File: config.mk
export PLATFORM = sky130hd
export DESIGN_NAME = lc_mem_arbiter
export DESIGN_NICKNAME = d
export VERILOG_FILES = /design/src/rtl/lc_mem_arbiter.sv
export SDC_FILE = /design/constraint.sdc
export NUM_CORES = 1
export LEC_CHECK = 0
export ABC_AREA = 1
export CAP_MARGIN = 25
export CORE_MARGIN = 2
export CORE_UTILIZATION = 44
export CTS_BUF_LIST = sky130_fd_sc_hd__clkbuf_4 sky130_fd_sc_hd__clkbuf_8 sky130_fd_sc_hd__clkbuf_16
export DETAILED_ROUTE_END_ITERATION = 10
export HOLD_SLACK_MARGIN = 0.03
export PLACE_DENSITY = 0.86
export SETUP_SLACK_MARGIN = 0.02
export SLEW_MARGIN = 20
export SYNTH_ARGS = -nofsm -noshare
export SYNTH_HDL_FRONTEND = slang
export SYNTH_SLANG_ARGS = --single-unit
File: constraint.sdc
create_clock -name CLK -period 2.4 [get_ports CLK]
set_clock_uncertainty 0.1 [all_clocks]
set_input_delay 0.6 -clock CLK [delete_from_list [all_inputs] [get_ports CLK]]
set_output_delay 0.6 -clock CLK [all_outputs]
set_load 0.03 [all_outputs]
File: src/rtl/lc_mem_arbiter.sv
// Two-port arbiter that shares one layer-controller memory port between the
// MBus memory interface (port 0) and a local master (port 1). It runs one memory
// transaction at a time, uses four-phase REQ/ACK handshakes on every side,
// grants round-robin under contention and aborts transactions that the memory
// never acknowledges.
module lc_mem_arbiter #(
  parameter int ADDR_W  = 8,
  parameter int DATA_W  = 32,
  parameter int TIMEOUT = 64,
  parameter int TO_W    = 7
) (
  input  logic              CLK,
  input  logic              RESET,
  input  logic              P0_REQ,
  input  logic              P0_WRITE,
  input  logic [ADDR_W-1:0] P0_ADDR,
  input  logic [DATA_W-1:0] P0_WDATA,
  output logic              P0_ACK,
  input  logic              P1_REQ,
  input  logic              P1_WRITE,
  input  logic [ADDR_W-1:0] P1_ADDR,
  input  logic [DATA_W-1:0] P1_WDATA,
  output logic              P1_ACK,
  output logic [DATA_W-1:0] RDATA,
  output logic              ERR,
  output logic              MEM_REQ_OUT,
  output logic              MEM_WRITE,
  output logic [ADDR_W-1:0] MEM_AOUT,
  output logic [DATA_W-1:0] MEM_DOUT,
  input  logic              MEM_ACK_IN,
  input  logic [DATA_W-1:0] MEM_DIN,
  output logic [7:0]        TO_COUNT
);

  typedef enum logic [1:0] {
    IDLE,
    MEM_BUSY,
    MEM_RELEASE,
    RESP
  } state_t;

  state_t            state_q, state_d;
  logic              last_grant_q, last_grant_d;
  logic              grant_id_q, grant_id_d;
  logic [TO_W-1:0]   timer_q, timer_d;
  logic              mem_req_q, mem_req_d;
  logic              mem_write_q, mem_write_d;
  logic [ADDR_W-1:0] mem_aout_q, mem_aout_d;
  logic [DATA_W-1:0] mem_dout_q, mem_dout_d;
  logic [DATA_W-1:0] rdata_q, rdata_d;
  logic              err_q, err_d;
  logic              p0_ack_q, p0_ack_d;
  logic              p1_ack_q, p1_ack_d;
  logic [7:0]        to_count_q, to_count_d;
  logic              grant_sel;
  logic              granted_req;

  // Next-state logic: arbitration, memory sequencing, timeout abort and the
  // requester-side handshake. Every output is a flop, so everything is computed here.
  always_comb begin
    state_d      = state_q;
    last_grant_d = last_grant_q;
    grant_id_d   = grant_id_q;
    timer_d      = timer_q;
    mem_req_d    = mem_req_q;
    mem_write_d  = mem_write_q;
    mem_aout_d   = mem_aout_q;
    mem_dout_d   = mem_dout_q;
    rdata_d      = rdata_q;
    err_d        = err_q;
    p0_ack_d     = p0_ack_q;
    p1_ack_d     = p1_ack_q;
    to_count_d   = to_count_q;
    grant_sel    = 1'b0;
    granted_req  = grant_id_q ? P1_REQ : P0_REQ;

    case (state_q)
      IDLE: begin
        if (P0_REQ || P1_REQ) begin
          grant_sel    = (P0_REQ && P1_REQ) ? ~last_grant_q : P1_REQ;
          grant_id_d   = grant_sel;
          last_grant_d = grant_sel;
          mem_aout_d   = grant_sel ? P1_ADDR  : P0_ADDR;
          mem_dout_d   = grant_sel ? P1_WDATA : P0_WDATA;
          mem_write_d  = grant_sel ? P1_WRITE : P0_WRITE;
          mem_req_d    = 1'b1;
          timer_d      = '0;
          err_d        = 1'b0;
          state_d      = MEM_BUSY;
        end
      end

      MEM_BUSY: begin
        if (MEM_ACK_IN) begin
          if (!mem_write_q) begin
            rdata_d = MEM_DIN;
          end
          mem_req_d   = 1'b0;
          mem_write_d = 1'b0;
          state_d     = MEM_RELEASE;
        end else if (timer_q == TO_W'(TIMEOUT - 1)) begin
          mem_req_d   = 1'b0;
          mem_write_d = 1'b0;
          err_d       = 1'b1;
          if (to_count_q != 8'hFF) begin
            to_count_d = to_count_q + 8'd1;
          end
          state_d     = MEM_RELEASE;
        end else begin
          timer_d = timer_q + TO_W'(1);
        end
      end

      MEM_RELEASE: begin
        if (!MEM_ACK_IN) begin
          p0_ack_d = ~grant_id_q;
          p1_ack_d = grant_id_q;
          state_d  = RESP;
        end
      end

      RESP: begin
        if (!granted_req) begin
          p0_ack_d = 1'b0;
          p1_ack_d = 1'b0;
          state_d  = IDLE;
        end
      end

      default: begin
        state_d = IDLE;
      end
    endcase
  end

  // State and output registers; reset clears everything and favours port 0 first.
  always_ff @(posedge CLK) begin
    if (RESET) begin
      state_q      <= IDLE;
      last_grant_q <= 1'b1;
      grant_id_q   <= 1'b0;
      timer_q      <= '0;
      mem_req_q    <= 1'b0;
      mem_write_q  <= 1'b0;
      mem_aout_q   <= '0;
      mem_dout_q   <= '0;
      rdata_q      <= '0;
      err_q        <= 1'b0;
      p0_ack_q     <= 1'b0;
      p1_ack_q     <= 1'b0;
      to_count_q   <= '0;
    end else begin
      state_q      <= state_d;
      last_grant_q <= last_grant_d;
      grant_id_q   <= grant_id_d;
      timer_q      <= timer_d;
      mem_req_q    <= mem_req_d;
      mem_write_q  <= mem_write_d;
      mem_aout_q   <= mem_aout_d;
      mem_dout_q   <= mem_dout_d;
      rdata_q      <= rdata_d;
      err_q        <= err_d;
      p0_ack_q     <= p0_ack_d;
      p1_ack_q     <= p1_ack_d;
      to_count_q   <= to_count_d;
    end
  end

  assign P0_ACK      = p0_ack_q;
  assign P1_ACK      = p1_ack_q;
  assign RDATA       = rdata_q;
  assign ERR         = err_q;
  assign MEM_REQ_OUT = mem_req_q;
  assign MEM_WRITE   = mem_write_q;
  assign MEM_AOUT    = mem_aout_q;
  assign MEM_DOUT    = mem_dout_q;
  assign TO_COUNT    = to_count_q;

endmodule

==> results.json <==
{
  "outcome": "finished clean",
  "final_area_um2": 6510,
  "criticalPathCategory": "register to output port",
  "viasPerCell": 5.03,
  "syn_avg_cell_area_um2": 7.23,
  "grt_max_degree": 65,
  "cts_tree": "yes",
  "dpl-instance-area_um2": 6290,
  "ys_seq_area_share_pct": 46.0,
  "setup-tns-final_ns": 0,
  "slowest_stage": "clkdlybuf4s50_1",
  "die_height_um": 101,
  "drtPass1Iterations": 5,
  "worst-slew-pin-transition_ns": 0.691,
  "ctsHtreeMaxLevel": 3,
  "clockPowerShare_pct": 18.1,
  "dp.final_hpwl_mm": 9.48,
  "clock_path_buffers": 2,
  "grt_pass1_wl_mm": 20.6,
  "path_cells": "clkdlybuf4s50_1",
  "end_kind": "output port",
  "switching_share_pct": 40.6,
  "fmax_mhz": 450,
  "seq_power_share_pct": 34.7,
  "path_buf_inv": 1,
  "cp_max_fo": 6,
  "synth-seq-cells": 96,
  "drive_gt1_share_pct": 5.43,
  "die_w_um": 101,
  "startpoint": "TO_COUNT[3]$_SDFFE_PP0P_",
  "wl_per_cell_um": 14.4,
  "crit_path_start_kind": "register",
  "synth_nets": 703,
  "cts_buffers": 9,
  "synth_area_um2": 4180,
  "dieArea_um2": 10300,
  "num_rows": 35,
  "coreArea_um2": 9240,
  "hold_class": "register to register",
  "grt_overflow": 0,
  "cts_setup_buffers": 0,
  "antenna_found_initial": 0,
  "maxCapViolCount": 0,
  "routed_wl_mm": 13.0,
  "initial_core_util_pct": 45.2,
  "cts_root_buf": "clkbuf_8",
  "hold_violations": 0,
  "layout.nets": 894,
  "max_stage_delay_ns": 0.72,
  "power.switching_mw": 2.66,
  "p_per_area_nw_per_um2": 1000,
  "layout_commonest_cell": "clkdlybuf4s50_1",
  "slew_viol_final": 0,
  "antenna_left": 0,
  "cp.arrival_ns": 1.52,
  "power_mw": 6.54,
  "worstPathRequired_ns": 1.70,
  "max-vdd-ir-drop_mv": 0.511,
  "cts_resized": 0,
  "cts_hold_buf": 0,
  "clk_latency_ns": 0.35,
  "grt_pass1_vias": 4353,
  "cpLargestDelayFamily": "buffers and inverters",
  "fin_util_pct": 70.5,
  "via_count": 4541,
  "relSlewSlack_pct": 53.9,
  "io_pins": 204,
  "port_buffers": 203,
  "leakagePower_nw": 2.66,
  "min_period_over_period_pct": 92.5,
  "pwr-share-comb_pct": 47.2,
  "drc_errors": 0,
  "cts_num_sinks": 96,
  "rsz0062_at_grt": "false",
  "gp_congestion": 0.883,
  "power.internal_mw": 3.88,
  "reg2reg_from": "state_q[0]$_SDFFE_PP0P_",
  "setup_viol": 0,
  "num-fill-cells": 710,
  "ys_warn_count": 0,
  "fin_crit_ns": 2.22,
  "track_usage_pct": 24.9,
  "antenna_cells": 0,
  "ys_types": 28,
  "clk_pin_slew_ns": 0.10,
  "area_delta_synth_final_pct": 55.8,
  "syn_inst": 578,
  "layout_common_cells": "clkdlybuf4s50_1, nand2_1, dfxtp_1",
  "min_from": "P1_ACK$_SDFFE_PP0P_",
  "drt_iter0_drc": 296
}
==> layer usage <==
layer	vias up	track usage, %	wire length, um
met2	174	44.0	6790
li1	2278	-	-
met3	29	6.14	841
met1	2060	29.1	5020
met4	0	9.15	377
met5	-	0	0
==> layout make-up <==
class                           instances  area (um^2)  area share (%)
Multi-Input combinational cell        420         1980            30.4
Sequential cell                        96         1920            29.5
Clock inverter                          5         78.8            1.21
Timing Repair Buffer                  212         2110            32.4
Tap cell                              129          161            2.48
Inverter                               30          113            1.73
Clock buffer                           11          145            2.23
==> synth_stat cells <==
cell type / instances / share of area (%)
a31oi_1: 40 / 6.0
buf_4: 4 / 0.72
inv_1: 26 / 2.3
ha_1: 6 / 1.8
o21ai_2: 1 / 0.21
buf_2: 19 / 2.3
buf_1: 1 / 0.090
nand3b_1: 2 / 0.36
dlygate4sd1_1: 1 / 0.21
nand3_2: 1 / 0.24
xnor2_1: 3 / 0.63
inv_2: 4 / 0.36
clkbuf_1: 7 / 0.63
nand3_1: 12 / 1.4
a21oi_1: 16 / 1.9
nor2_4: 4 / 1.1
nor2_1: 89 / 8.0
xor2_1: 1 / 0.21
nand2_1: 151 / 14
nand4_1: 6 / 0.90
dfxtp_1: 96 / 46
o21ai_1: 14 / 1.7
nand2_2: 3 / 0.45
nor3_1: 2 / 0.24
a21boi_0: 2 / 0.36
a21oi_4: 1 / 0.39
o21ai_0: 64 / 7.7
nor2_2: 2 / 0.30
==> path summary, 6_finish.rpt <==
check	to	slack [ns]	cells past startpoint
min reg2reg	P1_ACK$_SDFFE_PP0P_	0.37	2
max	TO_COUNT[3]	0.18	1
max reg2reg	MEM_AOUT[4]$_SDFFE_PP0P_	0.61	7
min	P1_ACK$_SDFFE_PP0P_	0.37	2
==> state kept, by name (all words and copies together), names as in the netlist <==
register      flops
MEM_DOUT         32
RDATA            32
MEM_AOUT          8
TO_COUNT          8
timer_q           7
state_q           2
ERR               1
MEM_REQ_OUT       1
MEM_WRITE         1
P0_ACK            1
P1_ACK            1
grant_id_q        1
last_grant_q      1
==> logic make-up (layout without fill, tap and decap cells) <==
logic type,count (synthesis),after routing,share of synthesized area (%)
AO/OA/AOI/OAI,138,138,18.2
XOR/XNOR,4,4,0.838
adder cells (fa/ha/maj),6,6,1.80
buffers and inverters,62,258,6.62
flip-flops,96,96,46.0
AND/OR/NAND/NOR,272,272,26.6
==> metrics by stage <==
step           instances  setup WS [ns]  hold WS, ns
2_1_floorplan        578          0.747        0.358
3_3_place_gp         887          0.155        0.356
3_5_place_dp         887         0.0465        0.359
4_1_cts              903          0.169        0.373
5_1_grt              903         0.0963        0.386
6_report             903          0.180        0.370
==> power by group through the flow <==
stage	Combinational [mW]	Clock [mW]	Sequential, mW
floorplan	1.01	0	3.07
global placement	3.00	0	2.27
detailed placement	3.06	0	2.29
CTS	3.08	1.21	2.26
global route	3.32	1.28	2.32
finish	3.09	1.18	2.27
(Power assumes the default switching activity.)
